## src/rtl/atm_keypad_entry_if.sv

```systemverilog
// ATM keypad entry bus: keypad input, request handshake to the controller and
// display status, bundled for atm_keypad_entry.
//   master : the entry block (consumes keys and req_ready, drives the request)
//   slave  : the keypad/controller side
//   key_valid/key_code : one keypad key per asserted cycle
//   req_valid/req_ready: transaction request handshake
//   acc_num, pin, new_pin, amount, operation : request fields
//   entry_err, timeout : 1-cycle status pulses
//   phase              : current entry state, for display
interface atm_keypad_entry_if;
  logic        key_valid;
  logic [3:0]  key_code;
  logic        req_ready;
  logic        req_valid;
  logic [3:0]  acc_num;
  logic [15:0] pin;
  logic [15:0] new_pin;
  logic [31:0] amount;
  logic [2:0]  operation;
  logic        entry_err;
  logic        timeout;
  logic [2:0]  phase;

  modport master (
    input  key_valid, key_code, req_ready,
    output req_valid, acc_num, pin, new_pin, amount, operation, entry_err, timeout, phase
  );

  modport slave (
    output key_valid, key_code, req_ready,
    input  req_valid, acc_num, pin, new_pin, amount, operation, entry_err, timeout, phase
  );
endinterface

```

## src/rtl/atm_keypad_entry.sv

```systemverilog
// atm_keypad_entry: keypad front end of the ATM controller. Collects account
// number, PIN, operation, amount and new PIN digit by digit, validates each field
// on ENTER and presents one complete request over a valid/ready handshake.
// Ports:
//   clk  : clock, all logic on posedge
//   rst  : synchronous active-high reset
//   bus  : atm_keypad_entry_if.master (keys in, request fields/status out)
// Parameters:
//   AMT_DIGITS     : max decimal digits accepted for the amount
//   TIMEOUT_CYCLES : idle cycles before entry is abandoned
// Build option:
//   ATM_ENTRY_TIMEOUT_EN : enables the inactivity timeout; otherwise timeout is 0.
// Operation codes: 1 BALANCE, 2 WITHDRAW, 3 DEPOSIT, 4 CHANGE_PIN, 0 none.
// Phase codes: 0 ACC, 1 PIN, 2 OP, 3 AMT, 4 NEWPIN, 5 HOLD.
module atm_keypad_entry #(
  parameter int unsigned AMT_DIGITS     = 6,
  parameter int unsigned TIMEOUT_CYCLES = 1000
) (
  input  logic               clk,
  input  logic               rst,
  atm_keypad_entry_if.master bus
);

  typedef enum logic [2:0] {
    S_ACC    = 3'd0,
    S_PIN    = 3'd1,
    S_OP     = 3'd2,
    S_AMT    = 3'd3,
    S_NEWPIN = 3'd4,
    S_HOLD   = 3'd5
  } state_e;

  localparam logic [2:0] OP_BALANCE    = 3'd1;
  localparam logic [2:0] OP_WITHDRAW   = 3'd2;
  localparam logic [2:0] OP_DEPOSIT    = 3'd3;
  localparam logic [2:0] OP_CHANGE_PIN = 3'd4;
  localparam logic [3:0] KEY_ENTER     = 4'hA;
  localparam logic [3:0] KEY_CLEAR     = 4'hB;
  localparam logic [3:0] KEY_CANCEL    = 4'hC;
  localparam logic [7:0] AMT_MAX       = 8'(AMT_DIGITS);

  state_e      state_q, state_d;
  logic [7:0]  cnt_q, cnt_d;
  logic [3:0]  acc_q, acc_d;
  logic [15:0] pin_q, pin_d;
  logic [15:0] new_pin_q, new_pin_d;
  logic [31:0] amount_q, amount_d;
  logic [2:0]  op_q, op_d;
  logic        req_valid_q, req_valid_d;
  logic        err_q, err_d;
  logic        to_q, to_d;
  logic        clear_all;
  logic        is_digit;

`ifdef ATM_ENTRY_TIMEOUT_EN
  localparam int unsigned      TMR_W    = (TIMEOUT_CYCLES > 1) ? $clog2(TIMEOUT_CYCLES) : 1;
  localparam logic [TMR_W-1:0] TMR_LAST = TMR_W'(TIMEOUT_CYCLES - 1);
  logic [TMR_W-1:0] tmr_q, tmr_d;
`else
  logic unused_timeout_cfg;
  assign unused_timeout_cfg = (TIMEOUT_CYCLES != 0);
`endif

  always_comb begin
    state_d   = state_q;
    cnt_d     = cnt_q;
    acc_d     = acc_q;
    pin_d     = pin_q;
    new_pin_d = new_pin_q;
    amount_d  = amount_q;
    op_d      = op_q;
    err_d     = 1'b0;
    to_d      = 1'b0;
    clear_all = 1'b0;
    is_digit  = (bus.key_code <= 4'd9);
`ifdef ATM_ENTRY_TIMEOUT_EN
    tmr_d     = '0;
`endif

    if (state_q == S_HOLD) begin
      // Fields stay frozen; only the handshake moves us on, keys are dropped.
      clear_all = bus.req_ready;
    end else if (bus.key_valid) begin
      if (is_digit) begin
        case (state_q)
          S_ACC: begin
            acc_d = bus.key_code;
            cnt_d = 8'd1;
          end
          S_PIN:
            if (cnt_q < 8'd4) begin
              pin_d = {pin_q[11:0], bus.key_code};
              cnt_d = cnt_q + 8'd1;
            end else err_d = 1'b1;
          S_NEWPIN:
            if (cnt_q < 8'd4) begin
              new_pin_d = {new_pin_q[11:0], bus.key_code};
              cnt_d     = cnt_q + 8'd1;
            end else err_d = 1'b1;
          S_AMT:
            if (cnt_q < AMT_MAX) begin
              amount_d = amount_q * 32'd10 + {28'd0, bus.key_code};
              cnt_d    = cnt_q + 8'd1;
            end else err_d = 1'b1;
          S_OP:
            if (bus.key_code >= 4'd1 && bus.key_code <= 4'd4) op_d = bus.key_code[2:0];
            else err_d = 1'b1;
          default: ;
        endcase
      end else if (bus.key_code == KEY_ENTER) begin
        cnt_d = '0;
        case (state_q)
          S_ACC:
            if (cnt_q == 8'd1) state_d = S_PIN;
            else begin
              err_d = 1'b1;
              acc_d = '0;
            end
          S_PIN:
            if (cnt_q == 8'd4) state_d = S_OP;
            else begin
              err_d = 1'b1;
              pin_d = '0;
            end
          S_OP:
            case (op_q)
              OP_BALANCE:              state_d = S_HOLD;
              OP_WITHDRAW, OP_DEPOSIT: state_d = S_AMT;
              OP_CHANGE_PIN:           state_d = S_NEWPIN;
              default:                 err_d   = 1'b1;
            endcase
          S_AMT:
            if (cnt_q != '0 && amount_q != '0) state_d = S_HOLD;
            else begin
              err_d    = 1'b1;
              amount_d = '0;
            end
          S_NEWPIN:
            if (cnt_q == 8'd4) state_d = S_HOLD;
            else begin
              err_d     = 1'b1;
              new_pin_d = '0;
            end
          default: ;
        endcase
      end else if (bus.key_code == KEY_CLEAR) begin
        cnt_d = '0;
        case (state_q)
          S_ACC:    acc_d     = '0;
          S_PIN:    pin_d     = '0;
          S_OP:     op_d      = '0;
          S_AMT:    amount_d  = '0;
          S_NEWPIN: new_pin_d = '0;
          default: ;
        endcase
      end else if (bus.key_code == KEY_CANCEL) begin
        clear_all = 1'b1;
      end
    end
`ifdef ATM_ENTRY_TIMEOUT_EN
    // Idle cycle; an empty account field means nothing to abandon yet.
    else if (!(state_q == S_ACC && cnt_q == '0)) begin
      if (tmr_q == TMR_LAST) begin
        to_d      = 1'b1;
        clear_all = 1'b1;
      end else begin
        tmr_d = tmr_q + 1'b1;
      end
    end
`endif

    if (clear_all) begin
      state_d   = S_ACC;
      cnt_d     = '0;
      acc_d     = '0;
      pin_d     = '0;
      new_pin_d = '0;
      amount_d  = '0;
      op_d      = '0;
    end

    req_valid_d = (state_d == S_HOLD);
  end

  always_ff @(posedge clk) begin
    if (rst) begin
      state_q     <= S_ACC;
      cnt_q       <= '0;
      acc_q       <= '0;
      pin_q       <= '0;
      new_pin_q   <= '0;
      amount_q    <= '0;
      op_q        <= '0;
      req_valid_q <= 1'b0;
      err_q       <= 1'b0;
      to_q        <= 1'b0;
`ifdef ATM_ENTRY_TIMEOUT_EN
      tmr_q       <= '0;
`endif
    end else begin
      state_q     <= state_d;
      cnt_q       <= cnt_d;
      acc_q       <= acc_d;
      pin_q       <= pin_d;
      new_pin_q   <= new_pin_d;
      amount_q    <= amount_d;
      op_q        <= op_d;
      req_valid_q <= req_valid_d;
      err_q       <= err_d;
      to_q        <= to_d;
`ifdef ATM_ENTRY_TIMEOUT_EN
      tmr_q       <= tmr_d;
`endif
    end
  end

  assign bus.req_valid = req_valid_q;
  assign bus.acc_num   = acc_q;
  assign bus.pin       = pin_q;
  assign bus.new_pin   = new_pin_q;
  assign bus.amount    = amount_q;
  assign bus.operation = op_q;
  assign bus.entry_err = err_q;
  assign bus.timeout   = to_q;
  assign bus.phase     = state_q;

endmodule

```

## src/flat_wrapper.sv

```systemverilog
// flat-port wrapper written by rule: the top's interface ports become plain ports
module atm_keypad_entry_flat 
#(
  parameter int unsigned AMT_DIGITS     = 6,
  parameter int unsigned TIMEOUT_CYCLES = 1000
)
  (clk, rst, bus_key_valid, bus_key_code, bus_req_ready, bus_req_valid, bus_acc_num, bus_pin, bus_new_pin, bus_amount, bus_operation, bus_entry_err, bus_timeout, bus_phase);
  atm_keypad_entry_if bus_i ();
  input  logic clk;
  input  logic rst;
  input wire logic [$bits(bus_i.key_valid)-1:0] bus_key_valid;
  input wire logic [$bits(bus_i.key_code)-1:0] bus_key_code;
  input wire logic [$bits(bus_i.req_ready)-1:0] bus_req_ready;
  output wire logic [$bits(bus_i.req_valid)-1:0] bus_req_valid;
  output wire logic [$bits(bus_i.acc_num)-1:0] bus_acc_num;
  output wire logic [$bits(bus_i.pin)-1:0] bus_pin;
  output wire logic [$bits(bus_i.new_pin)-1:0] bus_new_pin;
  output wire logic [$bits(bus_i.amount)-1:0] bus_amount;
  output wire logic [$bits(bus_i.operation)-1:0] bus_operation;
  output wire logic [$bits(bus_i.entry_err)-1:0] bus_entry_err;
  output wire logic [$bits(bus_i.timeout)-1:0] bus_timeout;
  output wire logic [$bits(bus_i.phase)-1:0] bus_phase;
  assign bus_i.key_valid = bus_key_valid;
  assign bus_i.key_code = bus_key_code;
  assign bus_i.req_ready = bus_req_ready;
  assign bus_req_valid = bus_i.req_valid;
  assign bus_acc_num = bus_i.acc_num;
  assign bus_pin = bus_i.pin;
  assign bus_new_pin = bus_i.new_pin;
  assign bus_amount = bus_i.amount;
  assign bus_operation = bus_i.operation;
  assign bus_entry_err = bus_i.entry_err;
  assign bus_timeout = bus_i.timeout;
  assign bus_phase = bus_i.phase;
  atm_keypad_entry #(.AMT_DIGITS(AMT_DIGITS), .TIMEOUT_CYCLES(TIMEOUT_CYCLES)) u_core (.clk(clk), .rst(rst), .bus(bus_i));
endmodule
```

## config.mk

```make
export PLATFORM = sky130hd
export DESIGN_NAME = atm_keypad_entry_flat
export DESIGN_NICKNAME = d
export VERILOG_FILES = /design/src/rtl/atm_keypad_entry_if.sv /design/src/rtl/atm_keypad_entry.sv /design/src/flat_wrapper.sv
export SDC_FILE = /design/constraint.sdc
export NUM_CORES = 1
export LEC_CHECK = 0
export ABC_AREA = 1
export BUFFER_PORTS_ARGS = -buffer_cell sky130_fd_sc_hd__buf_4
export CAP_MARGIN = 20
export CORE_MARGIN = 5
export CORE_UTILIZATION = 54
export DETAILED_ROUTE_END_ITERATION = 8
export PLACE_DENSITY = 0.78
export SLEW_MARGIN = 40
export SYNTH_ARGS = -nofsm -noshare
export SYNTH_HDL_FRONTEND = slang
export SYNTH_SLANG_ARGS = --single-unit
```

## constraint.sdc

```tcl
create_clock -name clk -period 3 [get_ports clk]
set_clock_uncertainty 0.1 [all_clocks]
set_input_delay 0.3 -clock clk [delete_from_list [all_inputs] [get_ports clk]]
set_output_delay 0.3 -clock clk [all_outputs]
set_load 0.03 [all_outputs]
```

* Word-level counts from Yosys, hierarchy flattened
Cells that the tools add are included.
** Storage, ports and cells
- Bits in registers :: 84
- Input bits :: 8
- Output and inout port bits :: 77
- Word-level logic and storage cells :: 146
** Operators by class
- Add/subtract/negate cells :: 2
- $mul :: 1
- Magnitude comparators :: 5
- Eq/ne operators :: 39
- Multiplexer cells :: 70
- Bitwise logic cells :: 2
- Reduce and logical (&&, ||, !) cells :: 18
** Operators with widths (number)
- 32-bit two-way mux :: 8
- 16-bit two-way mux :: 15
- 3-bit two-way mux :: 15
- 8-bit two-way mux :: 5
- 32-bit by 4-bit adder with 32-bit output :: 1
- 32-bit by 3-bit multiplier with 31-bit output (second input constant) :: 1
- 2-bit inequality test (second input constant) :: 16
- 32-bit nonzero test :: 1
- 4-bit two-way mux :: 7
- 8-bit case mux with 3 select lines :: 1
- 8-bit AND reduction :: 3
- 8-bit by 3-bit < comparator with 1-bit output (second input constant) :: 2
- 1-bit two-way mux :: 15
- 3-bit case mux with 5 select lines :: 1
- 7-bit AND reduction :: 2
- 3-bit by 2-bit equality test with 1-bit output (second input constant) :: 4
- 3-bit equality test (second input constant) :: 4
- 4-bit equality test (second input constant) :: 3
- 3-bit by 2-bit inequality test with 1-bit output (second input constant) :: 4
- 3-bit case mux with 3 select lines :: 1
- 8-bit by 1-bit adder with 8-bit output (second input constant) :: 1
- 8-bit by 1-bit equality test with 1-bit output (second input constant) :: 1
- 8-bit by 3-bit equality test with 1-bit output (second input constant) :: 1
- 8-bit nonzero test :: 1
- other kinds (18) :: 24

* Depth between registers and ports, before layout
- Word-level depth :: 10
- Gate-level depth with buffers :: 21
- Gate-level depth less buffers :: 21

* Worst setup path after synthesis
No wires, ideal clock.
- Path type :: reg-to-reg
- Start :: register u_core.amount_q[1], in the netlist u_core.bus.amount[1]
- End :: register u_core.amount_q[28], in the netlist u_core.bus.amount[28]
- Library setup time :: 0.132 ns
- Arrival :: 2.868 ns
- Required time :: 2.768 ns
- Setup slack :: -0.100 ns
- Cell stages (with the launch flop) :: 21
- Path buffers :: 0
- Period minus slack after synthesis :: 3.100 ns
- Cells stage by stage :: dfxtp_1 > ha_1 > ha_1 > fa_1 > nand2_1 > nor2_1 > nand2_1 > nand2_1 > nand2_1 > nor2_4 > nand2_2 > nor2_4 > nand2_2 > nor2_8 > nand2_1 > nor2_1 > nand3_1 > nand2_1 > nand2_1 > nand2_1 > a21oi_1
** On the way
- Longest elaborated chain between the ends :: 5
- Elaborated cells on any way between the ends :: 9
- Classes of those cells :: 1 x add/sub; 1 x mul; 1 x eq/ne; 3 x mux; 3 x reduce/logical
** Ends and longest elaborated chain
- start: declaration :: RTL line atm_keypad_entry.sv:47 : logic [31:0] amount_q, amount_d;
- start signal: assignment :: RTL line atm_keypad_entry.sv:206 : amount_q <= amount_d;
- 32-bit by 3-bit multiplier with 31-bit output :: RTL line atm_keypad_entry.sv:102 : amount_d = amount_q * 32'd10 + {28'd0, bus.key_code};
- 32-bit by 4-bit adder with 32-bit output :: RTL line atm_keypad_entry.sv:102
- 32-bit two-way mux :: RTL line atm_keypad_entry.sv:101 : if (cnt_q < AMT_MAX) begin
- 32-bit two-way mux :: RTL line atm_keypad_entry.sv:85 : case (state_q)
- 32-bit two-way mux :: RTL line atm_keypad_entry.sv:84 : if (is_digit) begin
Several ways; a longest one is shown, not always the timed one. The select of a mux whose other input is x is not followed.
A chain may end at the register's enable or synchronous reset.

* Worst setup path in the final report
- Start :: register u_core.amount_q[3], in the netlist u_core.bus.amount[3]
- End :: register u_core.amount_q[28], in the netlist u_core.bus.amount[28]
The elaborated chain is that of the path after synthesis.

==> impl_metrics.json <==
{
  "crit_end": "u_core.bus.amount[28]",
  "powerDensity_nw_per_um2": 294.2,
  "maxCapViolCount": 0,
  "dieWidth_um": 123.6,
  "via_per_inst": 5.492,
  "worstSetupPathType": "register to register",
  "stdcell_count": 1435,
  "grt_usage": 0.2708,
  "die_h_um": 123.6,
  "worstRegToRegCells": 20,
  "syn_avg_cell_area_sq_um": 6.054,
  "cp.required_ns": 3.14,
  "hold_path_class": "input pin to register",
  "synth-edff-count": 0,
  "drc_errors": 0,
  "fin_area_sq_um": 8791,
  "port_buffers": 83,
  "r2r_start": "u_core.bus.amount[3]",
  "vias": 7881,
  "cts_root_buf": "clkbuf_16",
  "seqPwrFrac": 0.441,
  "finalCriticalPeriod_ns": 2.950,
  "hold_violations": 0,
  "power_frac_comb": 0.093,
  "ys_seq_area_frac": 0.2413,
  "synthesis.instances": 1151,
  "reg2reg_to": "u_core.bus.amount[28]",
  "crit_start": "u_core.bus.amount[3]",
  "ant_nets": 0,
  "met3_length_um": 1592,
  "top_layer": "met4",
  "numCtsBuffers": 9,
  "fin_nets": 1329,
  "dieArea_sq_um": 15280,
  "fin_crit_sh": 0.9832,
  "dp_hpwl_um": 15990,
  "pwr-share-clk": 0.466,
  "wl_met1_um": 8958,
  "synth_area_sq_um": 6968,
  "drt_pre_antenna_iters": 6,
  "drtIter0Drc": 602,
  "clkSinkCount": 84,
  "drive_above_1_share": 0.2336,
  "cts_buffer_depth": 2,
  "synth_flop_cell": "dfxtp_1",
  "grt-ovfl-total": 0,
  "gp_congestion": 0.9659,
  "rows": 41,
  "dp_cells": 1414,
  "antenna_found_initial": 0,
  "avgRoutedWirePerCell_um": 14.63,
  "insertedDiodeCount": 0,
  "h-tree-depth": 3,
  "leakage_nw": 4.195,
  "startpoint_type": "register",
  "fmax_ghz": 0.3390,
  "grt_max_degree": 52,
  "cts_tree": "built",
  "slew-limit-headroom": 0.6689,
  "end_kind": "register",
  "grt_pass1_wl_um": 33120,
  "p_int_mw": 1.874,
  "place_area_sq_um": 7948,
  "start_util": 0.5522,
  "ys_warn_count": 0,
  "clk_pin_slew_ns": 0.07,
  "ys_ff_latch": 84,
  "peakVddDrop_v": 0.0003816,
  "ys_types": 47,
  "setup_viol": 0,
  "wl_met2_um": 9834,
  "rsz0062_at_grt": "true",
  "synthToLayoutAreaGrowth_pct": 26.16,
  "reg2reg_slack_ns": 0.05,
  "clkLatencyLatePin_ns": 0.36,
  "status": "complete, no violations",
  "coreArea_sq_um": 12620,
  "switchingPower_uw": 712.7,
  "postRouteWirelength_um": 21000,
  "grt_pass1_vias": 7106,
  "arrival_ns": 3.09,
  "worst_hold_startpoint": "bus_key_valid",
  "io_pins": 85,
  "syn-num-nets": 1222,
  "tightest_slew_ns": 0.4922,
  "crit_fanout": 6,
  "final_max_slew_viol_count": 0,
  "synthArstFlopShare": 0,
  "sw_frac_of_total": 0.2755
}
worst min path at each step:
stage,slack (ns),to,depth (start not counted)
after detailed placement,0.34,u_core.cnt_q[4],2
after floorplan,0.27,u_core.bus.phase[1],1
after global routing,0.15,u_core.bus.entry_err,3
after global placement,0.34,u_core.cnt_q[4],2
after CTS,0.13,u_core.bus.entry_err,3
final,0.14,u_core.bus.entry_err,3
cell type report:
class | count | area [sq um]
multi-input cells | 878 | 5015
fillers | 1125 | 3829
flip-flops and latches | 84 | 1715
repair buffers | 118 | 900.9
inverters | 167 | 626.9
clock buffers | 9 | 225.2
well taps | 172 | 215.2
clock inverters | 7 | 92.59
logic make-up after synthesis:
| logic type | count (synthesis) | synth area share |
|---|---|---|
| AO/OA/AOI/OAI | 154 | 0.1208 |
| buffers and inverters | 189 | 0.1045 |
| flip-flops | 84 | 0.2413 |
| other | 1 | 0.0005382 |
| XOR/XNOR | 6 | 0.007542 |
| adder cells (fa/ha/maj) | 63 | 0.1153 |
| AND/OR/NAND/NOR | 654 | 0.4099 |
worst max-delay path, cell delays in order (launching register included):
cell and delay [ns]:
dfxtp_4 0.37, ha_4 0.22, ha_4 0.16, fa_2 0.53
nand2_2 0.06, nor2_1 0.10, nand2_1 0.05, nand2_1 0.09
nand2_2 0.08, nor2_4 0.12, nand2_2 0.07, nor2_4 0.12
nand2_4 0.08, nor2_8 0.15, nand2_2 0.10, nor2_4 0.12
nand3_1 0.07, nand2_1 0.06, nand2_1 0.05, nand2_1 0.08
a21oi_2 0.06
metrics by stage:
step           hold slack (ns)    util  power (mW)  setup TNS [ns]  worst slack (ns)
6_report                0.1401  0.6966       2.586               0           0.05049
5_1_grt                 0.1540  0.6966       2.682         -0.6553           -0.1601
4_1_cts                 0.1324  0.6570       2.594               0          0.002451
3_5_place_dp            0.3364  0.6298       1.395        -0.05159          -0.03646
3_3_place_gp            0.3362  0.6298       1.394        -0.01067          -0.01067
2_1_floorplan           0.2724       -       1.316               0           0.04861
what timing repair did:
item	in CTS	in global routing
resized for setup	7	125
hold buffers	1	0
endpoints found under the hold margin	1	0
buffers inserted	0	4
pin swaps	4	18
setup endpoints to repair	5	18
power groups by stage:
stage / logic [mW] / registers (mW) / clock network, mW
CTS: 0.232 / 1.14 / 1.22
floorplan: 0.126 / 1.19 / 0
global route: 0.265 / 1.14 / 1.28
finish: 0.241 / 1.14 / 1.21
detailed placement: 0.229 / 1.17 / 0
global placement: 0.228 / 1.17 / 0
synth_stat cells, types with 5 or more instances:
library cell  number  area share
inv_2              8      0.0043
ha_1              61        0.11
dfxtp_1           84        0.24
clkbuf_1          11      0.0059
nor2_2            16       0.014
nor4_1             9      0.0081
nor3_1            15       0.011
nand4_1           20       0.018
nand3_1          101       0.073
nand2_2           12       0.011
inv_1            157       0.085
nand2_1          363        0.20
a21oi_1           90       0.065
o21ai_0           38       0.027
or2_2              5      0.0045
nor2_1            97       0.052
buf_2              6      0.0043
flip-flops by register name, summed over array words and instances, names as in the netlist:
name	cells
u_core.bus.acc_num	4
u_core.bus.amount	32
u_core.bus.entry_err	1
u_core.bus.new_pin	16
u_core.bus.operation	3
u_core.bus.phase	3
u_core.bus.pin	16
u_core.bus.req_valid	1
u_core.cnt_q	8
cells in the final DEF, fill, tap and decap left out, types with 3 or more instances in the layout:
master,instances
inv_6,4
ha_1,35
a211oi_1,3
xor2_1,3
clkbuf_16,9
nand3_1,97
dfxtp_4,3
a21oi_1,83
dfxtp_1,63
nor2_2,23
nand4_1,20
o2111ai_1,3
a31oi_1,3
dfxtp_2,18
ha_2,9
nor2_1,82
nand3_2,7
nand2_2,34
nor2_4,12
o21bai_1,3
nor4_1,9
o21ai_0,34
a21oi_2,11
o211ai_1,3
buf_4,116
inv_2,11
inv_1,154
ha_4,17
nor3_1,14
nand2_1,340
o21ai_1,4
or2_2,5
routing by layer:
layer / GRT usage / up-vias
met5: 0 / -
met4: 0.1107 / 0
li1: - / 3941
met1: 0.3613 / 3613
met2: 0.4363 / 276
met3: 0.04360 / 51
No activity file was read; power rests on OpenSTA's default activity.
